### src/rtl/instr_mem_loader_pkg.sv
// rtl/instr_mem_loader_pkg.sv - shared constants and FSM encoding for the instruction-memory loader
package instr_mem_loader_pkg;

    // Defaults shared with the debug unit and the UART receiver.
    localparam int IML_N_BITS    = 32;
    localparam int IML_BYTE_BITS = 8;
    localparam int IML_ADDR_BITS = 10;

    // End-of-program marker: written to memory, then the load stops.
    localparam logic [31:0] IML_HALT_WORD = 32'hFC000000;

    typedef enum logic [2:0] {
        ST_IDLE  = 3'd0,
        ST_RECV  = 3'd1,
        ST_WRITE = 3'd2,
        ST_DONE  = 3'd3,
        ST_ERROR = 3'd4
    } load_state_e;

    // A load is in progress while bytes are being collected or a word is being written.
    function automatic logic is_loading(input load_state_e s);
        return (s == ST_RECV) || (s == ST_WRITE);
    endfunction

endpackage

### src/rtl/instr_mem_loader_byte_packer.sv
// rtl/instr_mem_loader_byte_packer.sv - big-endian byte-to-word shift register with byte counter
module instr_mem_loader_byte_packer
    import instr_mem_loader_pkg::*;
#(
    parameter int N_BITS    = IML_N_BITS,
    parameter int BYTE_BITS = IML_BYTE_BITS
) (
    input  logic                 i_clock,
    input  logic                 i_reset,
    input  logic                 i_clear,
    input  logic                 i_shift,
    input  logic [BYTE_BITS-1:0] i_byte,
    output logic [N_BITS-1:0]    o_word,
    output logic                 o_word_ready
);

    // Word width is a power-of-two multiple of the byte width, so the counter wraps to 0
    // by itself after the last byte of a word.
    localparam int BYTES_PER_WORD = N_BITS / BYTE_BITS;
    localparam int IDX_W          = (BYTES_PER_WORD > 1) ? $clog2(BYTES_PER_WORD) : 1;
    localparam logic [IDX_W-1:0] LAST_IDX = IDX_W'(BYTES_PER_WORD - 1);

    logic [N_BITS-1:0] word_q, word_d;
    logic [IDX_W-1:0]  idx_q, idx_d;

    // Next-state: the first byte received ends up in the most significant byte lane.
    always_comb begin
        word_d = word_q;
        idx_d  = idx_q;
        if (i_shift) begin
            word_d = {word_q[N_BITS-BYTE_BITS-1:0], i_byte};
            idx_d  = idx_q + IDX_W'(1);
        end
    end

    // Shift register and byte counter; a clear drops any partial word.
    always_ff @(posedge i_clock) begin
        if (i_reset || i_clear) begin
            word_q <= '0;
            idx_q  <= '0;
        end else begin
            word_q <= word_d;
            idx_q  <= idx_d;
        end
    end

    assign o_word       = word_q;
    assign o_word_ready = i_shift && (idx_q == LAST_IDX);

endmodule

### src/rtl/instr_mem_loader.sv
// rtl/instr_mem_loader.sv - packs UART bytes into words and writes them to instruction memory
module instr_mem_loader
    import instr_mem_loader_pkg::*;
#(
    parameter int               N_BITS    = IML_N_BITS,
    parameter int               BYTE_BITS = IML_BYTE_BITS,
    parameter int               ADDR_BITS = IML_ADDR_BITS,
    parameter logic [N_BITS-1:0] HALT_WORD = IML_HALT_WORD
) (
    input  logic                 i_clock,
    input  logic                 i_reset,
    input  logic                 i_start,
    input  logic [BYTE_BITS-1:0] i_rx_data,
    input  logic                 i_rx_valid,
    output logic                 o_wr_en,
    output logic [ADDR_BITS-1:0] o_wr_addr,
    output logic [N_BITS-1:0]    o_wr_data,
    output logic                 o_busy,
    output logic                 o_pc_hold,
    output logic                 o_done,
    output logic                 o_overflow,
    output logic [ADDR_BITS:0]   o_word_count
);

    localparam logic [ADDR_BITS-1:0] LAST_ADDR = {ADDR_BITS{1'b1}};

    load_state_e          state_q, state_d;
    logic [ADDR_BITS-1:0] addr_q, addr_d;
    logic [ADDR_BITS:0]   count_q, count_d;

    logic                 pk_clear;
    logic                 pk_shift;
    logic [N_BITS-1:0]    pk_word;
    logic                 pk_word_ready;

    instr_mem_loader_byte_packer #(
        .N_BITS    (N_BITS),
        .BYTE_BITS (BYTE_BITS)
    ) u_packer (
        .i_clock      (i_clock),
        .i_reset      (i_reset),
        .i_clear      (pk_clear),
        .i_shift      (pk_shift),
        .i_byte       (i_rx_data),
        .o_word       (pk_word),
        .o_word_ready (pk_word_ready)
    );

    // Load sequencing: collect bytes, write each full word, stop on HALT or a full memory.
    always_comb begin
        state_d  = state_q;
        addr_d   = addr_q;
        count_d  = count_q;
        pk_clear = 1'b0;
        pk_shift = 1'b0;
        unique case (state_q)
            ST_IDLE, ST_DONE, ST_ERROR: begin
                // Received bytes are ignored here; only a start opens a new load.
                if (i_start) begin
                    state_d  = ST_RECV;
                    addr_d   = '0;
                    count_d  = '0;
                    pk_clear = 1'b1;
                end
            end
            ST_RECV: begin
                pk_shift = i_rx_valid;
                if (pk_word_ready) begin
                    state_d = ST_WRITE;
                end
            end
            ST_WRITE: begin
                count_d = count_q + (ADDR_BITS + 1)'(1);
                if (pk_word == HALT_WORD) begin
                    // HALT wins even when it lands in the last address.
                    state_d = ST_DONE;
                end else if (addr_q == LAST_ADDR) begin
                    state_d = ST_ERROR;
                end else begin
                    // A byte arriving now is the first byte of the next word.
                    state_d  = ST_RECV;
                    addr_d   = addr_q + ADDR_BITS'(1);
                    pk_shift = i_rx_valid;
                end
            end
            default: begin
                state_d = ST_IDLE;
            end
        endcase
    end

    // State, write address and word counter registers.
    always_ff @(posedge i_clock) begin
        if (i_reset) begin
            state_q <= ST_IDLE;
            addr_q  <= '0;
            count_q <= '0;
        end else begin
            state_q <= state_d;
            addr_q  <= addr_d;
            count_q <= count_d;
        end
    end

    // The strobe is masked by reset so a reset landing on a WRITE cycle never commits a word.
    assign o_wr_en      = (state_q == ST_WRITE) && !i_reset;
    assign o_wr_addr    = addr_q;
    assign o_wr_data    = pk_word;
    assign o_busy       = is_loading(state_q);
    assign o_pc_hold    = is_loading(state_q);
    assign o_done       = (state_q == ST_DONE);
    assign o_overflow   = (state_q == ST_ERROR);
    assign o_word_count = count_q;

endmodule

### config.mk
export PLATFORM = sky130hd
export DESIGN_NAME = instr_mem_loader
export DESIGN_NICKNAME = d
export VERILOG_FILES = /design/src/rtl/instr_mem_loader_pkg.sv /design/src/rtl/instr_mem_loader_byte_packer.sv /design/src/rtl/instr_mem_loader.sv
export SDC_FILE = /design/constraint.sdc
export NUM_CORES = 1
export LEC_CHECK = 0
export CORE_MARGIN = 2
export CORE_UTILIZATION = 45
export CTS_BUF_LIST = sky130_fd_sc_hd__clkbuf_4
export DETAILED_ROUTE_END_ITERATION = 8
export PLACE_DENSITY = 0.75
export SYNTH_ARGS = -nofsm -noshare
export SYNTH_HDL_FRONTEND = slang
export SYNTH_SLANG_ARGS = --single-unit
### constraint.sdc
create_clock -name i_clock -period 3.5 [get_ports i_clock]
set_input_delay 0.525 -clock i_clock [delete_from_list [all_inputs] [get_ports i_clock]]
set_output_delay 0.525 -clock i_clock [all_outputs]
set_load 0.005 [all_outputs]
==> results.yml, run 1 <==
cells_and_area:
  fillers: 583
  instances_no_fill: 480
  area_growth_pct: 28.45
  layout_commonest_cell: "clkdlybuf4s50_1"
  layout_common_cells: "69 x clkdlybuf4s50_1, 58 x dfxtp_1, 44 x a21oi_1"
  utilization_pct: 58.74
  fin_area_mm2: 0.003666
  drive_gt1_share_pct: 8.437
  insertedDiodeCount: 0
  fin_nets: 413
global_routing:
  grt_pass1_vias: 2514
  grt_antenna_before_repair: 0
  grt_max_degree: 36
  grt_pass1_wl_um: 12160
  track_usage_pct: 21.45
  overflow: 0
floorplan:
  die_w_um: 83.64
  ios: 70
  core_area_mm2: 0.006241
  rows: 29
  dieArea_mm2: 0.006995
  initial_core_util_pct: 45.73
  die_h_um: 83.64
power:
  p_int_uw: 1023
  net-switching-power_uw: 361.4
  clockPowerShare_pct: 39.5
  power_density_mw_per_mm2: 377.7
  pwr-share-comb_pct: 11.2
  p_leak_uw: 0.001169
  seqPwrFrac_pct: 49.4
  swShare_pct: 26.10
  vdd_drop_max_v: 0.0001940
synthesis:
  syn_inst: 341
  synth_area_mm2: 0.002854
  synth_edf_count: 0
  synth_seq_area_share_pct: 40.68
  synth.top_cells.by_area: "dfxtp_1 41%, a21oi_1 7.7%, nand3_1 7.4%"
  synth_fa_ha_area_share_pct: 1.315
  synthFlopType: "dfxtp_1"
  synthSimpleGateAreaFrac_pct: 22.45
  synth_top_family_by_area: "compound AO/OA/AOI/OAI gates"
  ys_types: 51
  syn_avg_cell_area_um2: 8.369
  synth_seq_cells: 58
  synth_xor_area_share_pct: 0
  synth_mux_area_share_pct: 3.288
  synth_top_area_share_pct: 40.68
  synthArstFlopShare_pct: 0
  synth_top_area_cell: "dfxtp_1"
  synth_compound_area_share_pct: 25.12
  syn_nets: 356
  synth_warnings: 0
drt:
  vias_per_cell: 5.873
  drtIter0Drc: 175
  drtPass1Iterations: 4
  drc: 0
  vias: 2819
  drt-total-wl_um: 7316
  routedWlPerCell_um: 15.24
  drtAntennaViolNets: 0
timing:
  worst_pin_slew_ps: 913.9
  drv_slew: 0
  fin_ws_ps: 820.5
  slew_headroom_pct: 39.05
  rsz0062_at_grt: "false"
  fmax_mhz: 373.2
  setup_tns_ps: 0
  setup_viol: 0
  hold_viol: 0
  skew_ps: 7.755
  min_period_ps: 2680
  min_period_over_period_pct: 76.56
clock_network:
  clock_sinks: 58
  clkTransAtPathRegs_ps: 100
  cts_max_path_buffers: 2
  cts_resized: 0
  cts_setup_buffers: 0
  clock_latency_ps: 400
  cts_tree: "built"
  cts-hold-fix-buffers: 0
  cts_root_buf: "clkbuf_4"
  cts_inserted_buffers: 9
  htreeDepth: 3
critical_path:
  worstPathMaxFanout: 10
  cp.arrival_ps: 2150
  cp_top_family: "buffers and inverters"
  worst_setup_path_end_kind: "output pin"
  critPathRequiredTime_ps: 2970
  crit_type: "register to output pin"
  path_buf_inv: 1
  cp_cell_sequence: "or3b_1 -> o21ai_0 -> clkdlybuf4s50_1"
  slowest_stage: "clkdlybuf4s50_1"
  crit_path_start_kind: "register"
  cpPeakStageDelay_ps: 560
flow_run:
  max_cap_violations: 0
hold_path:
  hold_path_class: "register to register"
outcome:
  status: "finished, final reports clean"
place:
  dp_hpwl_um: 4873
  preCtsSetupSlack_ps: 1067
  numPortBuffers: 69
  place_inst: 464
  post_dp_cell_area_mm2: 0.003510
  place_congestion: 0.7938
-- flip-flops by register name, indices dropped and copies added (netlist names) --
name and count:
o_word_count 11, o_wr_addr 10, state_q 3, u_packer.idx_q 2
u_packer.o_word 32
-- cells by family after synthesis --
kind of cell	Yosys count
adder cells (fa/ha/maj)	3
multiplexers	9
buffers and inverters	35
AND/OR/NAND/NOR	118
AO/OA/AOI/OAI	118
flip-flops	58
-- synth_stat cells (3+ instances only) --
cell type,number
nor2_1,17
a21oi_1,44
inv_1,6
clkbuf_1,7
o21ai_0,33
ha_1,3
a211oi_1,5
nand3_1,42
mux2i_1,6
nor4_1,6
nand4_1,4
buf_2,10
buf_4,3
nand2_1,15
mux2_2,3
o21ai_1,10
a31oi_1,4
dfxtp_1,58
a22oi_1,3
nand2b_1,10
buf_6,6
a2111oi_0,5
-- power groups by stage --
stage               clock [uW]  sequential [uW]  combinational, uW
floorplan                    0              692                106
global placement             0              698                150
detailed placement           0              698                153
CTS                        556              683                154
global route               593              686                169
finish                     547              683                154
-- worst paths after layout --
kind | endpoint | cells after the start | slack [ps] | start
worst min register to register | u_packer.o_word[29] | 2 | 490 | u_packer.o_word[29]
worst min-delay path | u_packer.o_word[29] | 2 | 490 | u_packer.o_word[29]
worst max-delay path | o_pc_hold | 3 | 820 | state_q[1]
worst max register to register | u_packer.o_word[0] | 5 | 1090 | u_packer.o_word[16]
-- metrics by stage --
step	hold slack (ps)	power [uW]
2_1_floorplan	451.6	798.7
3_3_place_gp	458.9	848.4
3_5_place_dp	464.6	851.4
4_1_cts	488.5	1393
5_1_grt	521.6	1448
6_report	486.6	1385
-- layout make-up --
class	instances	area [um^2]	share of cell area [%]
well taps	77	96.34	2.628
multi-input cells	248	1494	40.75
inverters	6	22.52	0.6143
clock buffers	10	75.07	2.048
flip-flops and latches	58	1161	31.67
repair buffers	75	735.7	20.07
clock inverters	6	81.33	2.218
-- worst min-delay path, stage by stage, from the launching register on --
cell and delay, ps:
dfxtp_1 330, nand3_1 60, a21oi_1 60
-- per-layer routing --
layer  vias up  share of wire, %  global-route usage, %
met1      1340                46                  29.03
met5         -                 0                      0
met4         0               1.5                  8.798
li1       1384                 -                      -
met3         8               5.6                  5.836
met2        87                47                  32.36
No activity file was read; power rests on OpenSTA's default activity.
==> inputs of run 2 (changes only) <==
Clock period 3.5 ns to 2.74 ns, I/O delays scaled along.
==> run 2 against run 1 <==
Critical path depth unchanged. Via count grew 0.67%. Worst setup slack worse by 650 ps. Sequential power increased by 28%. Core utilization up 0.16 points. Cell area increased by 0.27%. Non-clock buffer count increased by 4. Clock-buffer cell count decreased by 1. Combinational power is 32% higher. Final cell count grew 0.83%. Global-route usage shrank 0.40 points. Critical endpoint unchanged. Largest cell class unchanged. Clock skew grew 4.0 ps.
==> results.yml, run 2 (synthesized netlist as in run 1, its figures left out) <==
power:
  p_int_uw: 1213
  net-switching-power_uw: 482.0
  p_leak_uw: 0.001177
  power_density_mw_per_mm2: 461.1
  pwr-share-comb_pct: 12.0
  vdd_drop_max_v: 0.0003314
  swShare_pct: 28.44
  seqPwrFrac_pct: 51.5
  clockPowerShare_pct: 36.5
clock_network:
  clock_sinks: 58
  cts_setup_buffers: 0
  cts_tree: "built"
  clock_latency_ps: 400
  cts_root_buf: "clkbuf_4"
  cts_max_path_buffers: 2
  cts-hold-fix-buffers: 0
  cts_inserted_buffers: 9
  htreeDepth: 3
  clkTransAtPathRegs_ps: 110
  cts_resized: 0
floorplan:
  die_w_um: 83.64
  ios: 70
  core_area_mm2: 0.006241
  die_h_um: 83.64
  dieArea_mm2: 0.006995
  rows: 29
  initial_core_util_pct: 45.73
critical_path:
  timing.rr.end: "u_packer.o_word[5]"
  cp_cell_sequence: "or3b_1 -> o21ai_0 -> clkdlybuf4s50_1"
  rr_worst_depth: 5
  cpPeakStageDelay_ps: 560
  slowest_stage: "clkdlybuf4s50_1"
  worstPathMaxFanout: 10
  cp.arrival_ps: 2160
  critPathRequiredTime_ps: 2330
  path_buf_inv: 1
  reg2reg_slack_ps: 410
  reg2reg_from: "u_packer.o_word[5]"
  crit_start: "state_q[1]"
  cp_top_family: "buffers and inverters"
  worst_setup_path_end_kind: "output pin"
  crit_type: "register to output pin"
  crit_path_start_kind: "register"
timing:
  skew_ps: 11.71
  drv_slew: 0
  hold_viol: 0
  setup_viol: 0
  rsz0062_at_grt: "false"
  fmax_mhz: 388.9
  min_period_ps: 2571
  worst_pin_slew_ps: 905.2
  setup_tns_ps: 0
  slew_headroom_pct: 39.63
  min_period_over_period_pct: 93.84
cells_and_area:
  instances_no_fill: 484
  multiInputGateArea_mm2: 0.001494
  fillers: 576
  seq_area_mm2: 0.001161
  largest_register_ff_count: 32
  fin_nets: 417
  area_growth_pct: 28.80
  layout_commonest_cell: "clkdlybuf4s50_1"
  fin_area_mm2: 0.003676
  layout_common_cells: "69 x clkdlybuf4s50_1, 58 x dfxtp_1, 44 x a21oi_1"
  insertedDiodeCount: 0
  drive_gt1_share_pct: 9.582
drt:
  drt-total-wl_um: 7312
  routedWlPerCell_um: 15.11
  drtIter0Drc: 144
  vias_per_cell: 5.864
  drtAntennaViolNets: 0
  vias: 2838
  drtPass1Iterations: 4
  drc: 0
hold_path:
  whs_endpoint: "u_packer.o_word[27]"
  whs_path_depth: 2
  hold_path_class: "register to register"
  worstHoldStart: "u_packer.o_word[27]"
global_routing:
  grt_pass1_wl_um: 12070
  grt_antenna_before_repair: 0
  overflow: 0
  grt_pass1_vias: 2522
  grt_max_degree: 36
  track_usage_pct: 21.04
place:
  place_congestion: 0.8034
  post_dp_cell_area_mm2: 0.003540
  numPortBuffers: 69
  dp_hpwl_um: 4970
  place_inst: 468
outcome:
  status: "finished, final reports clean"
flow_run:
  max_cap_violations: 0
[run 2: worst register-to-register path: cells and delay by family, from the launching register on]
kind | cells | cell delay [ps]
compound gates | 2 | 1010
simple gates | 3 | 880
flops | 1 | 370
[run 2: cell type report]
type / instances / share of cell area [%]
Clock buffer: 9 / 1.838
Clock inverter: 7 / 1.872
Inverter: 6 / 0.6127
Multi-Input combinational cell: 248 / 40.64
Sequential cell: 58 / 31.59
Tap cell: 77 / 2.621
Timing Repair Buffer: 79 / 20.83
[run 2: worst max-delay path by stage]
stage / to / cells past startpoint
detailed placement: u_packer.o_word[5] / 5
global placement: u_packer.idx_q[0] / 5
global route: o_pc_hold / 3
finish: o_pc_hold / 3
floorplan: o_wr_addr[5] / 7
CTS: o_pc_hold / 3
[run 2: routing by layer]
layer | up-vias | global-route usage [%] | share of wire (%) | wire (um)
met5 | - | 0 | 0 | 0
met4 | 0 | 6.305 | 0.81 | 59
met3 | 7 | 7.122 | 6.6 | 485
met2 | 91 | 32.80 | 47 | 3464
met1 | 1346 | 27.72 | 45 | 3303
li1 | 1394 | - | - | -
[run 2: metrics by stage]
step / setup slack (ps) / hold slack (ps) / utilization, % / total power, uW
6_report: 168.9 / 486.7 / 58.90 / 1695
4_1_cts: 140.6 / 491.6 / 58.90 / 1708
3_5_place_dp: 423.7 / 477.2 / 56.72 / 1094
3_3_place_gp: 471.6 / 458.0 / 56.72 / 1090
2_1_floorplan: 888.3 / 451.6 / - / 1020
5_1_grt: 48.12 / 506.5 / 58.90 / 1768
[run 2: power groups by stage]
stage | Combinational [uW] | Clock (uW) | Sequential, uW
5_1_grt | 224 | 670 | 875
2_1_floorplan | 136 | 0 | 884
3_3_place_gp | 199 | 0 | 891
4_1_cts | 204 | 632 | 872
3_5_place_dp | 203 | 0 | 891
6_report | 203 | 619 | 873
==> inputs of run 3 (changes only) <==
Settings changed: CORE_UTILIZATION 45 to 51, PLACE_DENSITY 0.75 to 0.83.
==> run 3 against run 2 <==
Final cell count decreased by 1.7%. Clock-buffer cell count is the same. Largest cell class unchanged. Clock skew fell by 1.6 ps. Flip-flop and latch count is the same. Core utilization increased by 7.6 points. Sequential power is essentially flat. First-iteration DRC count up 16%. Highest routed layer unchanged. Combinational power fell by 2%. Cell area shrank 1.7%. Sequential share of layout area grew 0.54 points. Total power is 7.9% lower. Routed wire length fell by 2.0%.
==> results.yml, run 3 (synthesized netlist as in run 1, its figures left out) <==
critical_path:
  cp.arrival_ps: 2150
  critPathRequiredTime_ps: 2330
  cpPeakStageDelay_ps: 560
  worstPathMaxFanout: 10
  crit_type: "register to output pin"
  path_buf_inv: 1
  cp_top_family: "simple AND/OR/NAND/NOR gates"
  slowest_stage: "or3b_1"
  cp_cell_sequence: "or3b_1 -> o21ai_0 -> clkdlybuf4s50_1"
  reg2reg_slack_ps: 350
  crit_path_start_kind: "register"
  worst_setup_path_end_kind: "output pin"
clock_network:
  clkTransAtPathRegs_ps: 100
  cts_inserted_buffers: 9
  cts_root_buf: "clkbuf_4"
  cts_max_path_buffers: 2
  cts_setup_buffers: 0
  cts_resized: 0
  clock_latency_ps: 400
  cts-hold-fix-buffers: 0
  cts_tree: "built"
  clock_sinks: 58
  htreeDepth: 3
floorplan:
  die_w_um: 78.81
  dieArea_mm2: 0.006210
  die_h_um: 78.81
  core_area_mm2: 0.005439
  initial_core_util_pct: 52.47
  rows: 27
  ios: 70
power:
  power_density_mw_per_mm2: 432.1
  p_leak_uw: 0.001153
  vdd_drop_max_v: 0.0002991
global_routing:
  busiest_layer: "met2"
  overflow: 0
  use_met3_pct: 7.841
  grt_pass1_wl_um: 11790
  grt_util_met2_pct: 36.92
  grt_pass1_vias: 2585
  track_usage_pct: 23.92
  grt_max_degree: 36
  grt_antenna_before_repair: 0
  gr-usage-met1_pct: 30.30
drt:
  drt-total-wl_um: 7169
  drtPass1Iterations: 4
  routedWlPerCell_um: 15.06
  drc: 0
  drtIter0Drc: 167
  vias: 2814
  vias_per_cell: 5.912
  drtAntennaViolNets: 0
cells_and_area:
  insertedDiodeCount: 0
  area_growth_pct: 26.66
  layout_common_cells: "69 x clkdlybuf4s50_1, 58 x dfxtp_1, 44 x a21oi_1"
  fin_area_mm2: 0.003615
  layout_commonest_cell: "clkdlybuf4s50_1"
  largest_register_ff_count: 32
  utilization_pct: 66.46
  drive_gt1_share_pct: 8.663
  fin_nets: 414
  fillers: 457
outcome:
  status: "finished, final reports clean"
timing:
  fmax_mhz: 390.1
  min_period_over_period_pct: 93.55
  min_period_ps: 2563
  setup_tns_ps: 0
  skew_ps: 10.07
  fin_ws_ps: 176.8
  hold_viol: 0
  setup_viol: 0
  drv_slew: 0
  rsz0062_at_grt: "false"
  worst_pin_slew_ps: 914.9
  slew_headroom_pct: 38.98
flow_run:
  max_cap_violations: 0
place:
  preCtsSetupSlack_ps: 384.5
  place_congestion: 0.8537
  numPortBuffers: 69
  dp_hpwl_um: 4761
  post_dp_cell_area_mm2: 0.003511
hold_path:
  hold_path_class: "register to register"
[run 3: worst paths after layout]
kind                 startpoint             endpoint  depth (start not counted)
max                  state_q[1]               o_busy                          3
min                o_wr_addr[9]         o_wr_addr[9]                          2
max reg2reg  u_packer.o_word[6]  u_packer.o_word[27]                          5
min reg2reg        o_wr_addr[9]         o_wr_addr[9]                          2
[run 3: worst min-delay path: stages (launching register included)]
cell	delay, ps
dfxtp_1	340
nand2_1	60
mux2i_1	50
[run 3: cell type report]
class | count | area, um^2 | area share (%)
clock buffers | 9 | 67.56 | 1.869
well taps | 72 | 90.09 | 2.492
inverters | 6 | 22.52 | 0.6231
repair buffers | 76 | 743.2 | 20.56
flip-flops and latches | 58 | 1161 | 32.12
clock inverters | 7 | 36.28 | 1.004
multi-input cells | 248 | 1494 | 41.33
[run 3: power by group]
part           internal, uW  total (uW)  switching, uW
Combinational          79.3         199            120
Sequential              855         872           17.1
Clock                   175         491            316
Total                  1110        1560            453
[run 3: per-stage QoR]
step / total power, uW / hold slack, ps / std cells
floorplan: 1020 / 451.6 / 341
global placement: 1084 / 465.9 / 460
detailed placement: 1088 / 468.7 / 460
CTS: 1571 / 483.4 / 476
global route: 1631 / 510.4 / 476
finish: 1562 / 484.4 / 476
[run 3: per-layer routing]
layer | routed length (um) | share of wire [%] | vias to the layer above
li1 | - | - | 1387
met1 | 3146 | 44 | 1326
met4 | 72 | 1.0 | 0
met3 | 450 | 6.3 | 6
met5 | 0 | 0 | -
met2 | 3498 | 49 | 95
